**src/rtl/trace_pkg.sv**
```systemverilog
// Shared types for the RVFI trace streamer: the captured retirement record, the
// streamer state encoding and the packet word layout.
package trace_pkg;

  localparam logic [3:0]  TRACE_SYNC = 4'hA;
  localparam int unsigned PKT_WORDS  = 6;

  typedef enum logic {IDLE, SEND} tx_state_e;

  typedef struct packed {
    logic [31:0] insn;
    logic [4:0]  rs1_addr;
    logic [4:0]  rs2_addr;
    logic [4:0]  rd_addr;
    logic [31:0] rd_wdata;
    logic [31:0] pc_rdata;
    logic [31:0] pc_wdata;
    logic [31:0] mem_addr;
    logic [3:0]  mem_wmask;
    logic        pc_err;
    logic        x0_err;
    logic [3:0]  seq;
  } rvfi_rec_t;

  // Word idx of the serialized packet; W0 is the header.
  function automatic logic [31:0] pkt_word(input rvfi_rec_t rec, input logic [2:0] idx);
    logic [31:0] w;
    case (idx)
      3'd0:    w = {TRACE_SYNC, rec.seq, rec.mem_wmask, rec.rd_addr, rec.rs1_addr,
                    rec.rs2_addr, 3'b000, rec.pc_err, rec.x0_err};
      3'd1:    w = rec.pc_rdata;
      3'd2:    w = rec.insn;
      3'd3:    w = rec.rd_wdata;
      3'd4:    w = rec.pc_wdata;
      3'd5:    w = rec.mem_addr;
      default: w = '0;
    endcase
    return w;
  endfunction

endpackage

```
**src/rtl/trace_fifo.sv**
```systemverilog
// Record FIFO for the trace streamer. The caller only pushes when not full or
// when the head is popped in the same cycle.
module trace_fifo
  import trace_pkg::*;
#(
  parameter int unsigned DEPTH = 4
) (
  input  logic                     clk,
  input  logic                     rst,
  input  logic                     i_push,
  input  rvfi_rec_t                i_data,
  input  logic                     i_pop,
  output rvfi_rec_t                o_head,
  output logic                     o_full,
  output logic                     o_empty,
  output logic [$clog2(DEPTH):0]   o_count
);

  localparam int unsigned AW = $clog2(DEPTH);

  rvfi_rec_t     r_mem [DEPTH];
  logic [AW-1:0] r_wptr;
  logic [AW-1:0] r_rptr;
  logic [AW:0]   r_count;

  always_ff @(posedge clk or posedge rst) begin
    if (rst) begin
      r_wptr  <= '0;
      r_rptr  <= '0;
      r_count <= '0;
    end else begin
      if (i_push) r_wptr <= r_wptr + AW'(1);
      if (i_pop)  r_rptr <= r_rptr + AW'(1);
      case ({i_push, i_pop})
        2'b10:   r_count <= r_count + (AW+1)'(1);
        2'b01:   r_count <= r_count - (AW+1)'(1);
        default: r_count <= r_count;
      endcase
    end
  end

  always_ff @(posedge clk) begin
    if (i_push) r_mem[r_wptr] <= i_data;
  end

  assign o_head  = r_mem[r_rptr];
  assign o_count = r_count;
  assign o_full  = (r_count == (AW+1)'(DEPTH));
  assign o_empty = (r_count == '0);

endmodule

```
**src/rtl/rvfi_trace_streamer.sv**
```systemverilog
// Captures RVFI retirement records, checks PC continuity and x0 writes, and
// streams each record as a 6-word packet on a valid/ready interface.
module rvfi_trace_streamer
  import trace_pkg::*;
#(
  parameter int unsigned DEPTH = 4,
  parameter int unsigned CNT_W = 16
) (
  input  logic             clk,
  input  logic             rst,
  input  logic             rvfi_i_valid_0,
  input  logic [31:0]      rvfi_i_insn_0,
  input  logic [4:0]       rvfi_i_rs1_addr_0,
  input  logic [4:0]       rvfi_i_rs2_addr_0,
  input  logic [4:0]       rvfi_i_rd_addr_0,
  input  logic [31:0]      rvfi_i_rd_wdata_0,
  input  logic [31:0]      rvfi_i_pc_rdata_0,
  input  logic [31:0]      rvfi_i_pc_wdata_0,
  input  logic [31:0]      rvfi_i_mem_addr_0,
  input  logic [3:0]       rvfi_i_mem_wmask_0,
  output logic             tx_valid_o,
  output logic [31:0]      tx_data_o,
  output logic             tx_last_o,
  input  logic             tx_ready_i,
  input  logic             clear_i,
  output logic             overflow_o,
  output logic [CNT_W-1:0] drop_count_o,
  output logic [CNT_W-1:0] pc_err_count_o,
  output logic [CNT_W-1:0] x0_err_count_o
);

  localparam int unsigned AW = $clog2(DEPTH);

  tx_state_e        r_state, w_state_next;
  logic [2:0]       r_idx, w_idx_next;
  logic [3:0]       r_seq;
  logic             r_have_prev;
  logic [31:0]      r_prev_pc_w;
  logic [CNT_W-1:0] r_drop_cnt, r_pc_err_cnt, r_x0_err_cnt;
  logic             r_overflow;

  rvfi_rec_t   w_rec, w_head;
  logic        w_full, w_empty;
  logic [AW:0] w_count;
  logic        w_pc_err, w_x0_err, w_hs, w_pop, w_push, w_drop;

  function automatic logic [CNT_W-1:0] sat_inc(input logic [CNT_W-1:0] c, input logic inc);
    return (inc && (c != '1)) ? c + CNT_W'(1) : c;
  endfunction

  assign w_pc_err = r_have_prev && (rvfi_i_pc_rdata_0 != r_prev_pc_w);
  assign w_x0_err = (rvfi_i_rd_addr_0 == 5'd0) && (rvfi_i_rd_wdata_0 != 32'd0);

  always_comb begin
    w_rec           = '0;
    w_rec.insn      = rvfi_i_insn_0;
    w_rec.rs1_addr  = rvfi_i_rs1_addr_0;
    w_rec.rs2_addr  = rvfi_i_rs2_addr_0;
    w_rec.rd_addr   = rvfi_i_rd_addr_0;
    w_rec.rd_wdata  = rvfi_i_rd_wdata_0;
    w_rec.pc_rdata  = rvfi_i_pc_rdata_0;
    w_rec.pc_wdata  = rvfi_i_pc_wdata_0;
    w_rec.mem_addr  = rvfi_i_mem_addr_0;
    w_rec.mem_wmask = rvfi_i_mem_wmask_0;
    w_rec.pc_err    = w_pc_err;
    w_rec.x0_err    = w_x0_err;
    w_rec.seq       = r_seq;
  end

  assign tx_valid_o = (r_state == SEND);
  assign tx_last_o  = tx_valid_o && (r_idx == 3'(PKT_WORDS - 1));
  assign tx_data_o  = tx_valid_o ? pkt_word(w_head, r_idx) : 32'd0;
  assign w_hs       = tx_valid_o && tx_ready_i;
  assign w_pop      = w_hs && tx_last_o;
  // A full FIFO still accepts when its head leaves in the same cycle.
  assign w_push     = rvfi_i_valid_0 && (!w_full || w_pop);
  assign w_drop     = rvfi_i_valid_0 && !w_push;

  trace_fifo #(
    .DEPTH (DEPTH)
  ) u_fifo (
    .clk     (clk),
    .rst     (rst),
    .i_push  (w_push),
    .i_data  (w_rec),
    .i_pop   (w_pop),
    .o_head  (w_head),
    .o_full  (w_full),
    .o_empty (w_empty),
    .o_count (w_count)
  );

  always_comb begin
    w_state_next = r_state;
    w_idx_next   = r_idx;
    unique case (r_state)
      IDLE: begin
        if (!w_empty) w_state_next = SEND;
      end
      SEND: begin
        if (w_hs) begin
          if (tx_last_o) begin
            w_idx_next = 3'd0;
            // Another record remains after the pop: continue without a bubble.
            if ((w_count != (AW+1)'(1)) || w_push) w_state_next = SEND;
            else                                   w_state_next = IDLE;
          end else begin
            w_idx_next = r_idx + 3'd1;
          end
        end
      end
    endcase
  end

  always_ff @(posedge clk or posedge rst) begin
    if (rst) begin
      r_state     <= IDLE;
      r_idx       <= 3'd0;
      r_seq       <= 4'd0;
      r_have_prev <= 1'b0;
      r_prev_pc_w <= 32'd0;
    end else begin
      r_state <= w_state_next;
      r_idx   <= w_idx_next;
      if (rvfi_i_valid_0) begin
        r_seq       <= r_seq + 4'd1;
        r_have_prev <= 1'b1;
        r_prev_pc_w <= rvfi_i_pc_wdata_0;
      end
    end
  end

  always_ff @(posedge clk or posedge rst) begin
    if (rst) begin
      r_drop_cnt   <= '0;
      r_pc_err_cnt <= '0;
      r_x0_err_cnt <= '0;
      r_overflow   <= 1'b0;
    end else if (clear_i) begin
      r_drop_cnt   <= '0;
      r_pc_err_cnt <= '0;
      r_x0_err_cnt <= '0;
      r_overflow   <= 1'b0;
    end else begin
      r_drop_cnt   <= sat_inc(r_drop_cnt, w_drop);
      r_pc_err_cnt <= sat_inc(r_pc_err_cnt, rvfi_i_valid_0 && w_pc_err);
      r_x0_err_cnt <= sat_inc(r_x0_err_cnt, rvfi_i_valid_0 && w_x0_err);
      if (w_drop) r_overflow <= 1'b1;
    end
  end

  assign overflow_o     = r_overflow;
  assign drop_count_o   = r_drop_cnt;
  assign pc_err_count_o = r_pc_err_cnt;
  assign x0_err_count_o = r_x0_err_cnt;

endmodule

```
**config.mk**
```make
export PLATFORM = sky130hd
export DESIGN_NAME = rvfi_trace_streamer
export DESIGN_NICKNAME = d
export VERILOG_FILES = /design/src/rtl/trace_pkg.sv /design/src/rtl/trace_fifo.sv /design/src/rtl/rvfi_trace_streamer.sv
export SDC_FILE = /design/constraint.sdc
export NUM_CORES = 1
export LEC_CHECK = 0
export ABC_AREA = 1
export CAP_MARGIN = 40
export CORE_ASPECT_RATIO = 0.8
export CORE_MARGIN = 3
export CORE_UTILIZATION = 34
export DETAILED_ROUTE_END_ITERATION = 8
export PLACE_DENSITY = 0.56
export SYNTH_ARGS = -nofsm -noshare
export SYNTH_HDL_FRONTEND = slang
export SYNTH_SLANG_ARGS = --single-unit
```
**constraint.sdc**
```tcl
create_clock -name clk -period 12.16 [get_ports clk]
set_input_delay 2.432 -clock clk [delete_from_list [all_inputs] [get_ports clk]]
set_output_delay 2.432 -clock clk [all_outputs]
set_load 0.02 [all_outputs]
```
==> results of run 1 <==
[layout make-up]
type,instances,area [sq um],area share
repair buffers,303,3150,0.0765
inverters,78,308,0.00748
flip-flops and latches,837,24700,0.599
multi-input cells,1817,8610,0.209
well taps,1312,1640,0.0399
clock inverters,51,382,0.00927
clock buffers,112,2400,0.0582
diodes,11,27.5,0.000669
[cell families (layout without fill, tap and decap cells)]
family	after synthesis	in the layout
flops	837	837
fa+ha+maj	18	18
compound gates	623	623
buf+inv	240	544
xor+xnor	59	59
other cells	0	11
simple gates	1117	1117
[final timing paths]
kind,from,slack [ns],cells after the start,to
setup / recovery,u_fifo.r_rptr[0]$_DFFE_PP0P_,4.90,9,tx_data_o[20]
max in group asynchronous,rst,8.73,4,u_fifo.r_rptr[1]$_DFFE_PP0P_
min in group asynchronous,rst,2.11,2,x0_err_count_o[9]$_DFFE_PP0P_
hold / removal,r_prev_pc_w[26]$_DFFE_PP0P_,0.49,2,r_prev_pc_w[26]$_DFFE_PP0P_
hold reg to reg,r_prev_pc_w[26]$_DFFE_PP0P_,0.49,2,r_prev_pc_w[26]$_DFFE_PP0P_
setup reg to reg,r_idx[1]$_DFFE_PP0P_,8.34,10,u_fifo.r_mem[1][149]$_DFFE_PP_
[power by group]
group          internal, mW  switching (mW)  total (mW)
registers              3.73           0.159        3.89
logic                 0.923            2.20        3.12
clock network          1.50            1.11        2.61
total                  6.15            3.46        9.61
[cell usage after synthesis (3+ instances only)]
cell type | number | area [sq um]
edfxtp_1 | 740 | 22200
nor4_2 | 4 | 50.1
a21oi_1 | 24 | 120
nor2_1 | 515 | 1930
clkbuf_1 | 89 | 334
o22ai_1 | 168 | 1050
a31oi_1 | 26 | 163
o21ai_0 | 382 | 1910
o31ai_1 | 5 | 37.5
nor3_1 | 16 | 80.1
nor2_2 | 5 | 31.3
nor3b_1 | 3 | 22.5
buf_4 | 16 | 120
buf_6 | 13 | 146
buf_2 | 34 | 170
nand2_1 | 497 | 1870
dfrtp_1 | 97 | 2430
inv_1 | 67 | 251
ha_1 | 18 | 225
o21ai_1 | 11 | 55.1
xor2_1 | 25 | 219
xnor2_1 | 34 | 298
nand4_1 | 12 | 75.1
nand3_1 | 48 | 240
buf_1 | 9 | 33.8
inv_2 | 8 | 30.0
clkinv_1 | 3 | 11.3
[placed cells by master (no fill, tap or decap), types with 3 or more instances in the layout]
master / instances
nand4_1: 12
ha_1: 18
inv_6: 3
xnor2_1: 34
clkinv_2: 13
inv_1: 66
a21oi_1: 24
buf_16: 7
clkbuf_1: 17
a31oi_1: 26
nor2_1: 510
edfxtp_1: 740
clkinv_1: 29
dfrtp_1: 95
inv_2: 7
buf_12: 6
o21ai_0: 382
nor3b_1: 3
nor2_2: 6
xor2_1: 25
o22ai_1: 168
nor3_1: 16
diode_2: 11
buf_4: 24
o21ai_1: 11
clkdlybuf4s50_1: 265
nand3_1: 48
o31ai_1: 5
clkbuf_16: 91
nor4_2: 4
nand2_1: 497
clkbuf_8: 4
nor2_4: 5
bufinv_16: 5
[sequential cells by signal (all words and copies together), names as in the netlist]
| name | cells |
|---|---|
| r_have_prev | 1 |
| u_fifo.o_count | 3 |
| pc_err_count_o | 16 |
| r_prev_pc_w | 32 |
| r_idx | 3 |
| u_fifo.r_mem | 740 |
| u_fifo.r_rptr | 2 |
| drop_count_o | 16 |
| r_seq | 4 |
| overflow_o | 1 |
| u_fifo.r_wptr | 2 |
| tx_valid_o | 1 |
| x0_err_count_o | 16 |
[metal layers]
layer	up-vias	part of all wire	wire, um
met5	-	0.0012	121
met4	20	0.019	1910
met3	139	0.086	8780
met2	847	0.43	43600
met1	11444	0.47	47600
li1	10762	-	-
[worst max-delay path, delay by kind of cell (launching register included)]
family / cells / cell delay [ns]
buffers and inverters: 3 / 2.05
flip-flops: 1 / 0.72
AO/OA/AOI/OAI: 3 / 0.78
AND/OR/NAND/NOR: 3 / 0.53
==> flow_summary.ini, run 1 <==
[clocking]
clk_path_buf_depth = 3
clk_latency_ns = 0.65
cts_resized = 0
path_clk_slew_ns = 0.06
cts_sinks = 837
cts_tree = yes
cts_buffers = 89
htreeDepth = 3
cts_setup_buffers = 0
postCtsHoldBufs = 0
cts_root_buf = clkbuf_16

[flow_run]
maxCapViolCount = 0

[timing]
fmax_mhz = 138
final_hold_viol_count = 0
period_needed_ns = 7.26
hold_slack_ns = 0.494
setup_viol = 0
slew_headroom = 0.331
rsz0062_at_grt = false
final.setup.worst_slack_ns = 4.90
slew_viol_final = 0
fin_setup_tns_ns = 0
fin_skew_ns = 0.0252
max_slew.worst_pin.slew_ns = 1.00
min_period_over_period = 0.597

[place]
hpwl_um = 63500
placed_area_sq_um = 38400
portBuffers = 266
dp.cells = 4347
place_ws_ns = 5.69
gp_congestion = 0.802

[cells_and_area]
finalInstanceArea_sq_um = 41200
syn2layout_area_growth_pct = 19.9
num-fill-cells = 9283
nets = 3328
utilization = 0.414
final_cell_count_no_fill = 4521
drive_gt1_frac = 0.0610

[routing]
ant_nets = 0
firstDrtPassIters = 6
wirelength_um = 102000
drt_iter0_markers = 2793
post_drt_via_cell_ratio = 5.13
drc = 0
wl_per_cell_um = 22.6
dr_total_vias = 23212

[global_route]
grt.busiest_layer = met1
grt_first_pass_wirelength_um = 149000
met2_usage = 0.271
met3_usage = 0.0486
grt_max_degree = 201
gr-total-overflow = 0
grt_pass1_vias = 21632
use_met1 = 0.289
grt.total_usage = 0.190
antenna_found_initial = 22

[floorplan]
core_sq_um = 99400
rows = 103
io_pins = 267
die-area_sq_um = 105000
start_util = 0.346
die_w_um = 361
die_y_um = 290

[setup_path]
cpMaxStageDelayCell = dfrtp_4
crit_type = reg -> out
cp_data_required_time_ns = 9.73
worst-path-max-fanout = 76
critPathMaxStageDelay_ns = 0.72
worstPathCellList = buf_4 -> buf_4 -> o21ai_0 -> o22ai_1 -> nand2_1 -> nand2_1 -> nor2_1 -> a31oi_1 -> clkdlybuf4s50_1
cp-start-kind = register
critical_path_arrival_ns = 4.83
worst_setup_path_end_kind = output port

[synth]
avgSynthCellArea_sq_um = 11.9
yosys.area_share.simple = 0.129
synth_top_family_by_area = simple AND/OR/NAND/NOR gates
synth_cells = 2894
synth_warnings = 0
syn_nets = 3096
synthAdderAreaFrac = 0.00656
synth_area_sq_um = 34300
muxShareOfSynthArea = 0
synth-compound-area-share = 0.0989
yosys_register_bits = 837
ys.flop_type = edfxtp_1
synth-seq-area-share = 0.718
synth_xor_area_frac = 0.0151
synthArstFlopShare = 0.116
synth_edf_count = 740
synth.distinct_cells = 45

[hold_path]
hold_class = reg -> reg

[pwr]
finalPower_mw = 9.61
pwr_density_cell_nw_per_um2 = 233
peakVddDrop_uv = 255
p_leak_nw = 14.2

[status]
status = finished clean
No activity file was read; power rests on OpenSTA's default activity.
==> run 2, diff against run 1 <==
Clock period 12.16 ns to 6.9 ns, I/O delays scaled along.
==> flow_summary.ini, run 2 (synthesis results as in run 1) <==
[clocking]
path_clk_slew_ns = 0.06
clk_latency_ns = 0.64
htreeDepth = 3
clk_path_buf_depth = 3
cts_tree = yes
postCtsHoldBufs = 0
cts_root_buf = clkbuf_16
cts_sinks = 837
cts_resized = 0
cts_buffers = 86
cts_setup_buffers = 0

[pwr]
pwr-share-clk = 0.275
intPower_mw = 11.0
peakVddDrop_uv = 355
switchingPower_mw = 6.09
pwr_density_cell_nw_per_um2 = 414
p_leak_nw = 14.3
combPwrFrac = 0.322
seq_power_share = 0.403
switching_share = 0.356
finalPower_mw = 17.1

[place]
hpwl_um = 63600
portBuffers = 266
gp_congestion = 0.786
placed_area_sq_um = 38500
place_ws_ns = 2.03
dp.cells = 4355

[timing]
final.setup.worst_slack_ns = 1.36
fmax_mhz = 180
slew_viol_final = 0
hold_slack_ns = 0.490
fin_skew_ns = 0.0208
final_hold_viol_count = 0
period_needed_ns = 5.54
min_period_over_period = 0.803
max_slew.worst_pin.slew_ns = 0.854
rsz0062_at_grt = false
slew_headroom = 0.431
setup_viol = 0

[global_route]
gr-total-overflow = 0
grt_first_pass_wirelength_um = 149000
antenna_found_initial = 16
grt_max_degree = 139
grt.total_usage = 0.190
grt_pass1_vias = 21767

[floorplan]
die-area_sq_um = 105000
die_y_um = 290
io_pins = 267
start_util = 0.346
die_w_um = 361
rows = 103
core_sq_um = 99400

[setup_path]
cp_top_family = buffers and inverters
critical_path_arrival_ns = 4.16
timing.rr.start = r_idx[1]$_DFFE_PP0P_
worst_setup_path_end_kind = output port
crit_type = reg -> out
worstPathCellList = inv_6 -> buf_16 -> buf_12 -> o21ai_0 -> o22ai_1 -> nand2_1 -> nand2_1 -> nor2_1 -> a31oi_1 -> clkdlybuf4s50_1
critPathMaxStageDelay_ns = 0.76
crit_buf_inv = 4
r2r_slack_ns = 3.39
reg2reg_to = u_fifo.r_mem[0][1]$_DFFE_PP_
cp-start-kind = register
cpMaxStageDelayCell = dfrtp_4
cp_common_cell = nand2_1
r2r_cells = 9
worst-path-max-fanout = 71
cp_data_required_time_ns = 5.52

[routing]
drc = 0
wl_per_cell_um = 22.5
post_drt_via_cell_ratio = 5.12
firstDrtPassIters = 5
drt_iter0_markers = 2218
wirelength_um = 102000
dr_total_vias = 23116
ant_nets = 0

[cells_and_area]
top_regs = u_fifo.r_mem: 740 flops, r_prev_pc_w: 32 flops
final_cell_count_no_fill = 4518
mostFrequentLayoutCells = edfxtp_1, nor2_1, nand2_1
finalInstanceArea_sq_um = 41400
layout_commonest_cell = edfxtp_1
top_register = u_fifo.r_mem
syn2layout_area_growth_pct = 20.5
nets = 3333
drive_gt1_frac = 0.0641
largest_reg_flops = 740

[hold_path]
hold_end = r_prev_pc_w[10]$_DFFE_PP0P_
hold_class = reg -> reg
whs_path_depth = 2
worstHoldStart = r_prev_pc_w[10]$_DFFE_PP0P_

[flow_run]
maxCapViolCount = 0

[status]
status = finished clean
==> run 2: cell types whose count changed in the layout (fill, tap and decap cells not counted), sizes merged <==
cell,before,now
clkinv,44,22
clkbuf,112,118
inv,78,79
buf,38,46
diode,11,9
clkinvlp,2,4
bufinv,5,9
==> run 2: final cells by class <==
cell class                      count  area, sq um
Timing Repair Buffer              311         3290
Sequential cell                   837        24700
Tap cell                         1312         1640
Clock inverter                     36          432
Clock buffer                      118         2410
Fill cell                        9213        58000
Multi-Input combinational cell   1817         8610
Antenna cell                        9         22.5
Inverter                           78          308
==> run 2: layer usage <==
metal  part of all wire  track usage  wire, um
met5            0.00056            0        57
met4              0.017       0.0398      1770
met3              0.070       0.0391      7140
met2               0.44        0.280     45000
met1               0.47        0.288     47700
==> run 2: worst max-delay path by stage <==
stage	startpoint	endpoint	slack, ns	depth (start not counted)
finish	u_fifo.r_rptr[1]$_DFFE_PP0P_	tx_data_o[21]	1.36	10
global route	u_fifo.r_rptr[0]$_DFFE_PP0P_	tx_data_o[1]	1.12	10
CTS	u_fifo.r_rptr[0]$_DFFE_PP0P_	tx_data_o[1]	1.31	10
detailed placement	u_fifo.r_rptr[0]$_DFFE_PP0P_	tx_data_o[1]	2.03	10
global placement	u_fifo.r_rptr[0]$_DFFE_PP0P_	tx_data_o[19]	1.87	9
floorplan	tx_ready_i	u_fifo.r_mem[0][0]$_DFFE_PP_	-0.34	6
==> run 2: power groups by stage <==
| stage | Sequential (mW) | Combinational, mW | Clock (mW) |
|---|---|---|---|
| 2_1_floorplan | 6.98 | 3.34 | 0 |
| 3_3_place_gp | 6.98 | 5.45 | 0 |
| 3_5_place_dp | 6.99 | 5.52 | 0 |
| 4_1_cts | 6.89 | 5.55 | 4.81 |
| 5_1_grt | 6.96 | 6.02 | 5.01 |
| 6_report | 6.89 | 5.51 | 4.71 |
==> run 2: per-stage QoR <==
step,setup TNS [ns],utilization
finish,0,0.416
CTS,0,0.416
global placement,0,0.385
detailed placement,0,0.388
global route,0,0.416
floorplan,-250.07,-
==> run 2: worst reg2reg max path, stage by stage (launching register included) <==
cell	delay (ns)
dfrtp_1	0.41
inv_1	0.10
ha_1	0.19
nand2_2	0.09
inv_2	0.23
nand2_2	0.11
nand3_1	0.22
nand2_1	0.38
nor2_4	0.72
buf_12	0.56
==> edit 1: new RTL, settings of run 1 <==
Set the parameter `CNT_W` to 32 (it was 16).
--- a/src/rtl/rvfi_trace_streamer.sv
+++ b/src/rtl/rvfi_trace_streamer.sv
@@ -6,3 +6,3 @@
   parameter int unsigned DEPTH = 4,
-  parameter int unsigned CNT_W = 16
+  parameter int unsigned CNT_W = 32
 ) (
Interface: changed (resized drop_count_o, pc_err_count_o and x0_err_count_o); port bits go from 267 to 315. The function was not compared with the original's and may differ.
==> edit 1 against run 1 <==
Synthesized area increased by 12%. Worst setup slack got worse by 190 ps. Power increased by 4.6%. Routed wire length increased by 12%. Design area increased by 12%. Sequential cell count increased by 48. Register-to-register slack got worse by 920 ps. Via count increased by 17%.
==> edit 1: results (changes against run 1) <==
** Status
- The flow ran to the end, and the final reports show no timing, DRC or antenna violations.

** Placement
- The pre-CTS setup slack was 5560 ps (-133 ps).
- Routability Congestion :: 0.854 (+6.5%)
- The cell count after placement came to 5250 (+21%).
- The port buffer count was 314 (+18%).

** Yosys
- Sequential-to-total area share from yosys stat :: 0.675 (-0.0427)
- Most used standard cells in the synthesized netlist :: 740 x sky130_fd_sc_hd__edfxtp_1, 660 x sky130_fd_sc_hd__nand2_1, 657 x sky130_fd_sc_hd__nor2_1

** Setup path
- CP arrival :: 5010 ps (+180 ps)
- CP max FO :: 219 (+190%)
- The depth of the most critical reg-to-reg path is 11 (+1).
- Minimum setup slack among reg-to-reg paths :: 7420 ps (-920 ps)
- The worst register-to-register path ends at u_fifo.r_mem[2][19]$_DFFE_PP_.

** GRT
- Pin count of the biggest net entering global routing :: 220 (+9.5%)
- The via count of the first global-routing pass came to 25700 (+19%).
- The initial antenna violation count came to 25 (+14%).
- GRT Overall Usage :: 0.192 (+0.00110)

** Timing
- The final clock period utilization by the worst path came to 0.612 (+0.0155).
- Max-slew headroom at the worst pin :: 0.0720 (-0.259)
- The post-route clock skew came to 33.7 ps (+8.51 ps).
- The worst hold slack across all endpoints came to 499 ps (+5.43 ps).

** Finish
- Layout cells sized above 1 :: 0.0543 (-0.00668)

** Hold path
- The worst hold path begins at overflow_o$_DFFE_PP0P_.
- The worst hold path terminates at overflow_o$_DFFE_PP0P_.
- The worst hold path depth is 1 (-1).

** Power and ir drop
- Static leakage power :: 16.5 nW (+16%)

** Route
- The detailed router's first-iteration violation count was 2405 (-14%).

** CTS
- The CTS buffer count was 94 (+5.6%).
[edit 1: cell count changes after synthesis, sizes merged, moves of 28 or more]
cell	delta
o21ai	+37
dfrtp	+48
inv	+124
nand4	+33
nand2	+163
nand3	+61
nor2	+142
a21oi	+28
xor2	+36
o22ai	-33
[edit 1: final cells by class]
type	count	area, um2
well taps	1498	1870
clock buffers	119	2520
diodes	10	25.0
inverters	200	769
clock inverters	52	526
fillers	10600	65100
flip-flops and latches	885	25900
repair buffers	352	3580
multi-input cells	2315	10900
[edit 1: logic make-up (layout without fill, tap and decap cells)]
kind of cell,Yosys count,after routing,share of synthesized area
fa+ha+maj,18,18,0.00588
simple gates,1556,1556,0.165
compound gates,652,652,0.0924
buf+inv,384,723,0.0409
flops,885,885,0.675
other cells,0,10,0
xor+xnor,89,89,0.0204
[edit 1: worst max-delay path: stages, from the launching register on]
cell                              delay [ps]
sky130_fd_sc_hd__dfrtp_4                 720
sky130_fd_sc_hd__inv_8                   600
sky130_fd_sc_hd__buf_12                  480
sky130_fd_sc_hd__o21ai_0                 230
sky130_fd_sc_hd__o22ai_1                 190
sky130_fd_sc_hd__nand2_1                  80
sky130_fd_sc_hd__nand2_1                  70
sky130_fd_sc_hd__nor2_1                  100
sky130_fd_sc_hd__a31oi_1                 570
sky130_fd_sc_hd__clkdlybuf4s50_1         740
[edit 1: how the worst max path moves through the flow]
| stage | to | depth (start not counted) |
|---|---|---|
| finish | tx_data_o[24] | 9 |
| global route | tx_data_o[24] | 10 |
| CTS | tx_data_o[24] | 10 |
| detailed placement | tx_data_o[24] | 10 |
| global placement | tx_data_o[15] | 9 |
| floorplan | u_fifo.r_mem[0][0]$_DFFE_PP_ | 6 |
[edit 1: where the power goes]
part / switching, mW / internal, mW / leakage (nW)
clock network: 1.23 / 1.60 / 1.48
registers: 0.188 / 3.89 / 8.70
logic: 2.18 / 0.959 / 6.31
total: 3.60 / 6.45 / 16.5
[edit 1: routing by layer]
layer / GRT usage / vias to the layer above / share of wire
met2: 0.283 / 790 / 0.44
met5: 0 / - / 0.0022
met1: 0.284 / 13200 / 0.47
met4: 0.0390 / 34 / 0.016
met3: 0.0498 / 154 / 0.075
li1: - / 12900 / -
==> edit 2: new RTL, flow settings as in run 1 <==
Made on the original files. Make the reset (`rst`) synchronous in 3 clocked blocks.
--- a/src/rtl/trace_fifo.sv
+++ b/src/rtl/trace_fifo.sv
@@ -25,3 +25,3 @@
 
-  always_ff @(posedge clk or posedge rst) begin
+  always_ff @(posedge clk) begin
     if (rst) begin
--- a/src/rtl/rvfi_trace_streamer.sv
+++ b/src/rtl/rvfi_trace_streamer.sv
@@ -114,3 +114,3 @@
 
-  always_ff @(posedge clk or posedge rst) begin
+  always_ff @(posedge clk) begin
     if (rst) begin
@@ -132,3 +132,3 @@
 
-  always_ff @(posedge clk or posedge rst) begin
+  always_ff @(posedge clk) begin
     if (rst) begin
Behaviour: differs if rst is asserted again (counterexample within 4 cycles, from zero or initial values and one cycle with rst high); with rst held inactive, the same outputs for 4 cycles.
==> edit 2 against run 1 <==
Design area fell by 0.39%. Worst hold slack lost 40 ps. Critical path depth is the same. Count of clock-buffer cells in the layout up 11. Routed wire length down 4.8%. Register-to-register slack lost 620 ps. Highest routed layer unchanged. Worst setup slack gained 160 ps. Final cell count shrank 2.1%. Die area down 1.4%. Fmax is 2.3% higher. Synthesized area decreased by 1.5%. Critical endpoint is now tx_data_o[6]. Sequential cell count rose by 2.
Power is not compared: it rests on default switching activity, and its combinational part moved more than twofold at a synthesized area within 25%.
==> edit 2: results (changes against run 1) <==
** Setup path
- The data arrival time of the worst path came to 4670 ps (-160 ps).
- The highest fanout seen on the critical path was 195 (+160%).

** GRT
- The initial antenna violation count was 23 (+4.5%).
- The global-route wire length before repair was 142000 um (-4.9%).
- GRT Overall Usage :: 0.184 (-0.00638)
- Pin count of the biggest net entering global routing :: 200 (-0.50%)
- The via count of the first global-routing pass is 21100 (-2.6%).

** Route
- Initial DRC Count :: 2237 (-20%)
- Number of vias after detailed routing :: 22600 (-2.6%)
- Antenna Nets Post-Route :: 0 (unchanged)
- The number of search-and-repair iterations in the first detailed-routing pass was 6 (unchanged).
- Routed WL per cell :: 21.9 um (-2.8%)

** Yosys
- The async set-reset flop share out of synthesis is 0 (-0.116).
- Largest cells by area after synthesis :: sky130_fd_sc_hd__edfxtp_1 66%, sky130_fd_sc_hd__o21ai_0 6.2%, sky130_fd_sc_hd__nor2_1 6.0%
- Number of enable flip-flop cells after synthesis :: 740 (unchanged)
- Ranked by instance count, the synthesized netlist is headed by 740 x sky130_fd_sc_hd__edfxtp_1, 537 x sky130_fd_sc_hd__nor2_1, 417 x sky130_fd_sc_hd__o21ai_0.
- Yosys warning count :: 0 (unchanged)
- Cell variety after synth :: 47 (+4.4%)
- The post-synth net total was 3012 (-2.7%).
- The part of the Yosys area used for sequential elements came to 0.715 (-0.00257).

** CTS
- CTS H-tree lvls :: 3 (unchanged)
- The clock slew seen by the registers of the worst setup and hold paths came to 60 ps (about the same).
- The clock latency on the worst-skew pair came to 670 ps (+20 ps).
- Number of clock buffers inserted by TritonCTS :: 89 (unchanged)
- Buffer depth of the longest clock path :: 3 (unchanged)
- Cells resized by post-CTS repair :: 0 (unchanged)
- The root buffer cell chosen for the clock tree is sky130_fd_sc_hd__clkbuf_16.
- The post-CTS setup buffer count is 0 (unchanged).

** Finish
- The largest registers in the layout are u_fifo.r_mem: 740 flops, r_prev_pc_w: 32 flops.
- The final net count was 3243 (-2.6%).
- Fill cell instance count of the final layout :: 9107 (-1.9%)
- Layout cells sized above 1 :: 0.0687 (+0.00768)

** Placement
- The pre-CTS setup slack came to 5710 ps (+10.8 ps).
- The final weighted congestion in routability-driven placement was 0.789 (-1.6%).
- The port buffer count came to 266 (unchanged).
- The placed wire-length estimate after detailed placement is 59900 um (-5.8%).

** Timing
- Clock Skews :: 42.0 ps (+16.9 ps)
- Max-slew headroom at the worst pin :: 0.348 (+0.0172)

** Hold path
- In this run the worst hold path is classified as register to register.

** Status
- Run status :: complete, no violations

** Power and ir drop
- Peak supply drop :: 0.108 mV
- Static leakage power :: around 14 nW
==> edit 2: cell types whose count changed after synthesis, sizes merged, moves of 40 or more <==
cell / run 1 / this run
dfrtp: 97 / 0
nand2: 500 / 228
a21oi: 24 / 74
a22o: 0 / 50
dfxtp: 0 / 99
inv: 75 / 115
==> edit 2: metal layers <==
metal | GRT usage | routed length (um) | up-vias
met5 | 0 | 166 | -
met4 | 0.0409 | 1600 | 24
met3 | 0.0535 | 8720 | 113
met2 | 0.265 | 41800 | 743
met1 | 0.274 | 44900 | 11100
li1 | - | - | 10700
==> edit 2: logic make-up after synthesis <==
family | count (synthesis) | synth area share
AND/OR/NAND/NOR | 881 | 0.105
AO/OA/AOI/OAI | 754 | 0.127
flip-flops | 839 | 0.715
adder cells (fa/ha/maj) | 18 | 0.00666
buffers and inverters | 282 | 0.0368
XOR/XNOR | 36 | 0.00932
==> edit 2: power breakdown <==
part / switching [mW] / internal, mW
combinational: 0.249 / 0.139
clock: 1.16 / 1.62
sequential: 0.0302 / 3.27
==> edit 2: layout make-up <==
type                       instances  area (um2)  share of cell area
sequential                       839       24200               0.590
multi-input combinational       1689        8420               0.205
timing repair buffer             305        3220              0.0786
clock buffer                     123        2500              0.0609
tap                             1300        1630              0.0397
clock inverter                    44         553              0.0135
inverter                         117         457              0.0111
antenna                           11        27.5            0.000671
==> edit 2: worst paths after layout <==
check / slack [ps] / end / from / cells after the start
max: 5060 / tx_data_o[6] / register / 9
min: 450 / register / u_fifo.r_rptr[1]$_SDFFE_PP0P_ / 2
max reg2reg: 7720 / u_fifo.r_mem[0][169]$_DFFE_PP_ / r_idx[2]$_SDFFE_PP0P_ / 10
min reg2reg: 450 / register / u_fifo.r_rptr[1]$_SDFFE_PP0P_ / 2
==> edit 2: worst max-delay path, cell delays in order (launching register included) <==
cell	delay [ps]
sky130_fd_sc_hd__dfxtp_4	520
sky130_fd_sc_hd__buf_12	570
sky130_fd_sc_hd__buf_4	880
sky130_fd_sc_hd__o21ai_0	220
sky130_fd_sc_hd__o22ai_1	220
sky130_fd_sc_hd__nand2_1	80
sky130_fd_sc_hd__nand2_1	250
sky130_fd_sc_hd__a21oi_1	110
sky130_fd_sc_hd__a41oi_1	270
sky130_fd_sc_hd__clkdlybuf4s50_1	660
==> edit 2: through the flow <==
stage	cells	hold slack [ps]	area [um2]
after floorplan	2810	436	33800
after global placement	4236	438	37600
after detailed placement	4250	446	37900
after CTS	4417	455	41000
after global routing	4421	490	41000
final	4428	454	41000
